`config.mk`:
```
export PLATFORM = sky130hd
export DESIGN_NAME = matmul3_seq_engine
export DESIGN_NICKNAME = d
export VERILOG_FILES = /design/src/rtl/matmul3_seq_engine.sv
export SDC_FILE = /design/constraint.sdc
export NUM_CORES = 1
export LEC_CHECK = 0
export ABC_CLOCK_PERIOD_IN_PS = 10400
export BUFFER_PORTS_ARGS = -buffer_cell sky130_fd_sc_hd__buf_2
export CAP_MARGIN = 20
export CORE_ASPECT_RATIO = 1.75
export CORE_MARGIN = 10
export CORE_UTILIZATION = 25
export CTS_BUF_LIST = sky130_fd_sc_hd__clkbuf_4 sky130_fd_sc_hd__clkbuf_8
export DETAILED_ROUTE_END_ITERATION = 8
export SLEW_MARGIN = 40
export SYNTH_ARGS = -nofsm -noshare
export SYNTH_HDL_FRONTEND = slang
export SYNTH_SLANG_ARGS = --single-unit
export TNS_END_PERCENT = 5
```
`constraint.sdc`:
```
create_clock -name clk -period 10.4 [get_ports clk]
set_clock_uncertainty 0.15 [all_clocks]
set_input_delay 1.04 -clock clk [delete_from_list [all_inputs] [get_ports clk]]
set_output_delay 1.04 -clock clk [all_outputs]
set_load 0.01 [all_outputs]
```
`src/rtl/matmul3_seq_engine.sv`:
```
// Sequential 3x3 unsigned matrix multiply, C = A x B, one multiply-accumulate per clock.
// Operands are snapshotted at start; c is loaded all at once when the last element completes.
module matmul3_seq_engine #(
    parameter int INT_WIDTH = 8,
    parameter int DIM       = 3,
    parameter int ACC_WIDTH = 18,
    parameter bit SATURATE  = 1'b0
) (
    input  logic                           clk,
    input  logic                           rst,
    input  logic                           enable,
    input  logic [DIM*DIM*INT_WIDTH-1:0]   a,
    input  logic [DIM*DIM*INT_WIDTH-1:0]   b,
    output logic [DIM*DIM*INT_WIDTH-1:0]   c,
    output logic                           done,
    output logic                           busy
);
    localparam int MW = DIM*DIM*INT_WIDTH;
    localparam int PW = 2*INT_WIDTH;
    localparam logic [ACC_WIDTH-1:0] EL_MAX = ACC_WIDTH'((1 << INT_WIDTH) - 1);
    localparam logic [1:0] LAST = 2'(DIM - 1);

    typedef enum logic [1:0] {IDLE, MAC, DONE} state_t;

    state_t                state, state_d;
    logic [MW-1:0]         a_q, b_q, work, work_nx;
    logic [ACC_WIDTH-1:0]  acc, sum;
    logic [1:0]            i, j, k;
    logic [INT_WIDTH-1:0]  a_el, b_el, res, sat_val;
    logic [PW-1:0]         prod;
    logic                  k_wrap, last_elem;

    // Datapath for the current MAC step and the element it may complete
    always_comb begin
        a_el      = a_q[(int'(i)*DIM + int'(k))*INT_WIDTH +: INT_WIDTH];
        b_el      = b_q[(int'(k)*DIM + int'(j))*INT_WIDTH +: INT_WIDTH];
        prod      = PW'(a_el) * PW'(b_el);
        sum       = acc + ACC_WIDTH'(prod);
        sat_val   = (sum > EL_MAX) ? {INT_WIDTH{1'b1}} : sum[INT_WIDTH-1:0];
        res       = SATURATE ? sat_val : sum[INT_WIDTH-1:0];
        k_wrap    = (k == LAST);
        last_elem = k_wrap && (i == LAST) && (j == LAST);
        work_nx   = work;
        if (k_wrap)
            work_nx[(int'(i)*DIM + int'(j))*INT_WIDTH +: INT_WIDTH] = res;
    end

    always_comb begin
        state_d = state;
        case (state)
            IDLE:    if (enable) state_d = MAC;
            MAC:     if (!enable) state_d = IDLE;
                     else if (last_elem) state_d = DONE;
            DONE:    if (!enable) state_d = IDLE;
            default: state_d = IDLE;
        endcase
    end

    always_ff @(posedge clk or posedge rst) begin
        if (rst)
            state <= IDLE;
        else
            state <= state_d;
    end

    always_ff @(posedge clk or posedge rst) begin
        if (rst) begin
            a_q  <= '0;
            b_q  <= '0;
            work <= '0;
            acc  <= '0;
            i    <= '0;
            j    <= '0;
            k    <= '0;
            c    <= '0;
            done <= 1'b0;
            busy <= 1'b0;
        end else begin
            case (state)
                IDLE: if (enable) begin
                    a_q  <= a;
                    b_q  <= b;
                    acc  <= '0;
                    i    <= '0;
                    j    <= '0;
                    k    <= '0;
                    busy <= 1'b1;
                end
                MAC: if (!enable) begin
                    // abort: partial work is simply overwritten by the next run
                    busy <= 1'b0;
                end else begin
                    work <= work_nx;
                    if (k_wrap) begin
                        acc <= '0;
                        k   <= '0;
                        if (j == LAST) begin
                            j <= '0;
                            i <= (i == LAST) ? 2'd0 : i + 2'd1;
                        end else begin
                            j <= j + 2'd1;
                        end
                    end else begin
                        acc <= sum;
                        k   <= k + 2'd1;
                    end
                    if (last_elem) begin
                        c    <= work_nx;
                        done <= 1'b1;
                        busy <= 1'b0;
                    end
                end
                DONE: if (!enable) done <= 1'b0;
                default: ;
            endcase
        end
    end
endmodule

```
==> run metrics <==
largest net degree at the start of global routing 104; ANT nets after route 0; minimum clock period 7.79 ns; post-synthesis cell type count 60; Critical Path AT 8.13 ns; DR vias 10,100; Overall Global Routing Usage 0.120; Slew Limit Fails 0; clk buf depth 3; FF+latch count, synth 306; TritonCTS clock tree built; io pins 221; share of cells above drive strength 1 0.415; Synth Flop Type dfrtp_1; status complete, no violations; drc violations 0; P&R area growth vs syn 21.2%; Post-synth EDFFs 0; Rows 119; CP Capture Type flip-flop; Setup Buffers After CTS 0; CTS resizes 0; Tightest Pin Transition 0.787 ns; Initial Util 0.253; endpoints failing hold 0; Reg area 7660 um^2; critical path class flip-flop to flip-flop; Syn Nets 1,417; CP max FO 15; Die Y 347 um; Final period util 0.749; startpoint type of the worst setup path flip-flop; share of the synthesized area in the top cell type 0.503; post-synthesis sequential area ratio 0.503; core area 60,300 um^2; Yosys Warn Count 0; leading area contributor after synthesis dfrtp_1; DPL Wire Length 32.5 mm; later-pin clock latency in the skew report 0.63 ns; post-route setup TNS 0 ns; number of global-route vias before repair 11,100; Syn Area/Cell 12.5 um^2; number of fill cells 6,200; layout net count 1,638; WP data required 10.74 ns; top post-synthesis cells by area dfrtp_1 50%, mux2_2 17%, mux2i_1 5.6%; r2r startpoint j[1]; routed wire length 43.0 mm; antenna violations before repair 10; Sink Count 306; fmax 128 MHz; grt ovf 0; Post-Synthesis Cells 1,215; multi-input logic area 7120 um^2; routability cong. 0.839; first-pass GRT wire length 66.0 mm; DR WL/cell 19.0 um; initial drt markers 420; maxcap violations 0; slew margin rel. 0.473; H-tree Lvls 2; Die ar. 71,600 um^2; drt first pass iters 4; CP Launch Point j[1]; CTS buffer count 51; IO Port Bufs 220; Post-CTS Hold Buffers 0; RSZ-0062 raised after global routing false; vias per inst 4.44; Die X 207 um; clock root cell clkbuf_8; Worst-path clk slew 0.07 ns; asr flop ratio synth 1.00; Mapped Area 15,200 um^2; hold crit path type input port to asynchronous set/reset pin; # setup viols final 0
sequential cells by signal, summed over array words and instances (netlist names):
name	cells
done	1
c	72
state	2
acc	8
j	2
a_q	72
b_q	72
k	2
work	72
i	2
busy	1
placed cells by master, fill, tap and decap left out, types with 8 or more instances in the layout:
cell type | synthesis | layout
nor2_1 | 27 | 24
mux4_2 | 26 | 26
fa_1 | 22 | 21
xnor2_1 | 10 | 9
o21ai_0 | 84 | 84
clkbuf_4 | 0 | 9
buf_2 | 11 | 220
nand2b_1 | 8 | 8
and3_1 | 13 | 13
ha_1 | 33 | 32
mux2_2 | 225 | 225
nand3_1 | 14 | 13
dfrtp_1 | 306 | 306
inv_1 | 56 | 55
a21oi_1 | 13 | 13
nor2b_1 | 13 | 12
and2_1 | 20 | 20
clkinv_2 | 0 | 9
clkbuf_8 | 0 | 66
nand2_1 | 110 | 110
buf_4 | 0 | 8
o21ai_1 | 8 | 8
mux2i_1 | 86 | 86
area by class of cell:
type | instances | share of cell area
flip-flops and latches | 306 | 0.415
multi-input cells | 785 | 0.386
repair buffers | 235 | 0.0685
well taps | 786 | 0.0533
clock buffers | 75 | 0.0529
clock inverters | 18 | 0.0123
inverters | 57 | 0.0120
diodes | 4 | 0.000542
synth_stat cells, types with 6 or more instances:
master,n
mux2_2,225
fa_1,22
inv_1,56
mux4_2,26
nand2b_1,8
buf_6,6
o21ai_0,84
and2_1,20
ha_1,33
xnor2_1,10
nor2_1,27
mux2i_1,86
buf_2,11
dfrtp_1,306
a21oi_1,13
and3_1,13
nand2_1,110
clkbuf_1,45
nand3_1,14
o21ai_1,8
nor2b_1,13
per-stage QoR:
step | setup WS, ns | hold slack (ns) | utilization | std cells | instance area (um^2)
6_report | 2.61 | 0.279 | 0.306 | 2266 | 18500
5_1_grt | 2.22 | 0.249 | 0.306 | 2266 | 18500
4_1_cts | 2.56 | 0.329 | 0.306 | 2261 | 18400
3_5_place_dp | 2.58 | 0.316 | 0.286 | 2168 | 17200
3_3_place_gp | 2.70 | 0.307 | 0.284 | 2167 | 17100
2_1_floorplan | 0.751 | 0.323 | - | 1215 | 15200
kinds of logic (layout without fill, tap and decap cells):
group / count (synthesis) / in the layout / synth area share
AOI/OAI and AO/OA: 141 / 141 / 0.0544
xor gates and xnor gates: 18 / 18 / 0.0141
adders and majority gates: 55 / 55 / 0.0560
buffers and inverters: 124 / 385 / 0.0347
DFF: 306 / 306 / 0.503
muxes: 338 / 338 / 0.262
other: 0 / 4 / 0
and+or+nand+nor: 233 / 233 / 0.0760
final timing paths:
path | endpoint | slack [ns] | cells after the start
max | work[63] | 2.61 | 24
min | work[32] | 0.28 | 2
max reg2reg | work[63] | 2.61 | 24
min reg2reg | c[17] | 0.32 | 2
max in group asynchronous | work[12] | 8.29 | 4
min in group clk | c[17] | 0.32 | 2
layer usage:
layer,routed length (um),vias to the layer above,global-route usage
li1,-,4716,-
met1,16800,4984,0.134
met2,21800,273,0.206
met3,2810,86,0.0335
met4,1480,6,0.0512
met5,39,-,0
critical path, cell delays in order, from the launching register on:
cell and delay (ns):
dfrtp_1 0.45, fa_1 0.56, ha_2 0.17, inv_1 0.05, fa_1 0.86, nor4b_4 0.53
nand2_1 0.09, o21ai_1 0.40, nand2_1 0.17, fa_1 0.53, fa_1 0.52, inv_1 0.05
ha_1 0.27, inv_1 0.05, fa_1 0.52, inv_1 0.06, fa_1 0.46, a21o_1 0.19
a21oi_1 0.16, xnor2_1 0.15, xnor2_1 0.15, xnor3_1 0.25, xnor3_2 0.39, and2_4 0.22
mux2_2 0.25
Power is left out: the tool's default activity adds up to more than one toggle a clock period on the data nets, which glitch-free logic cannot reach.
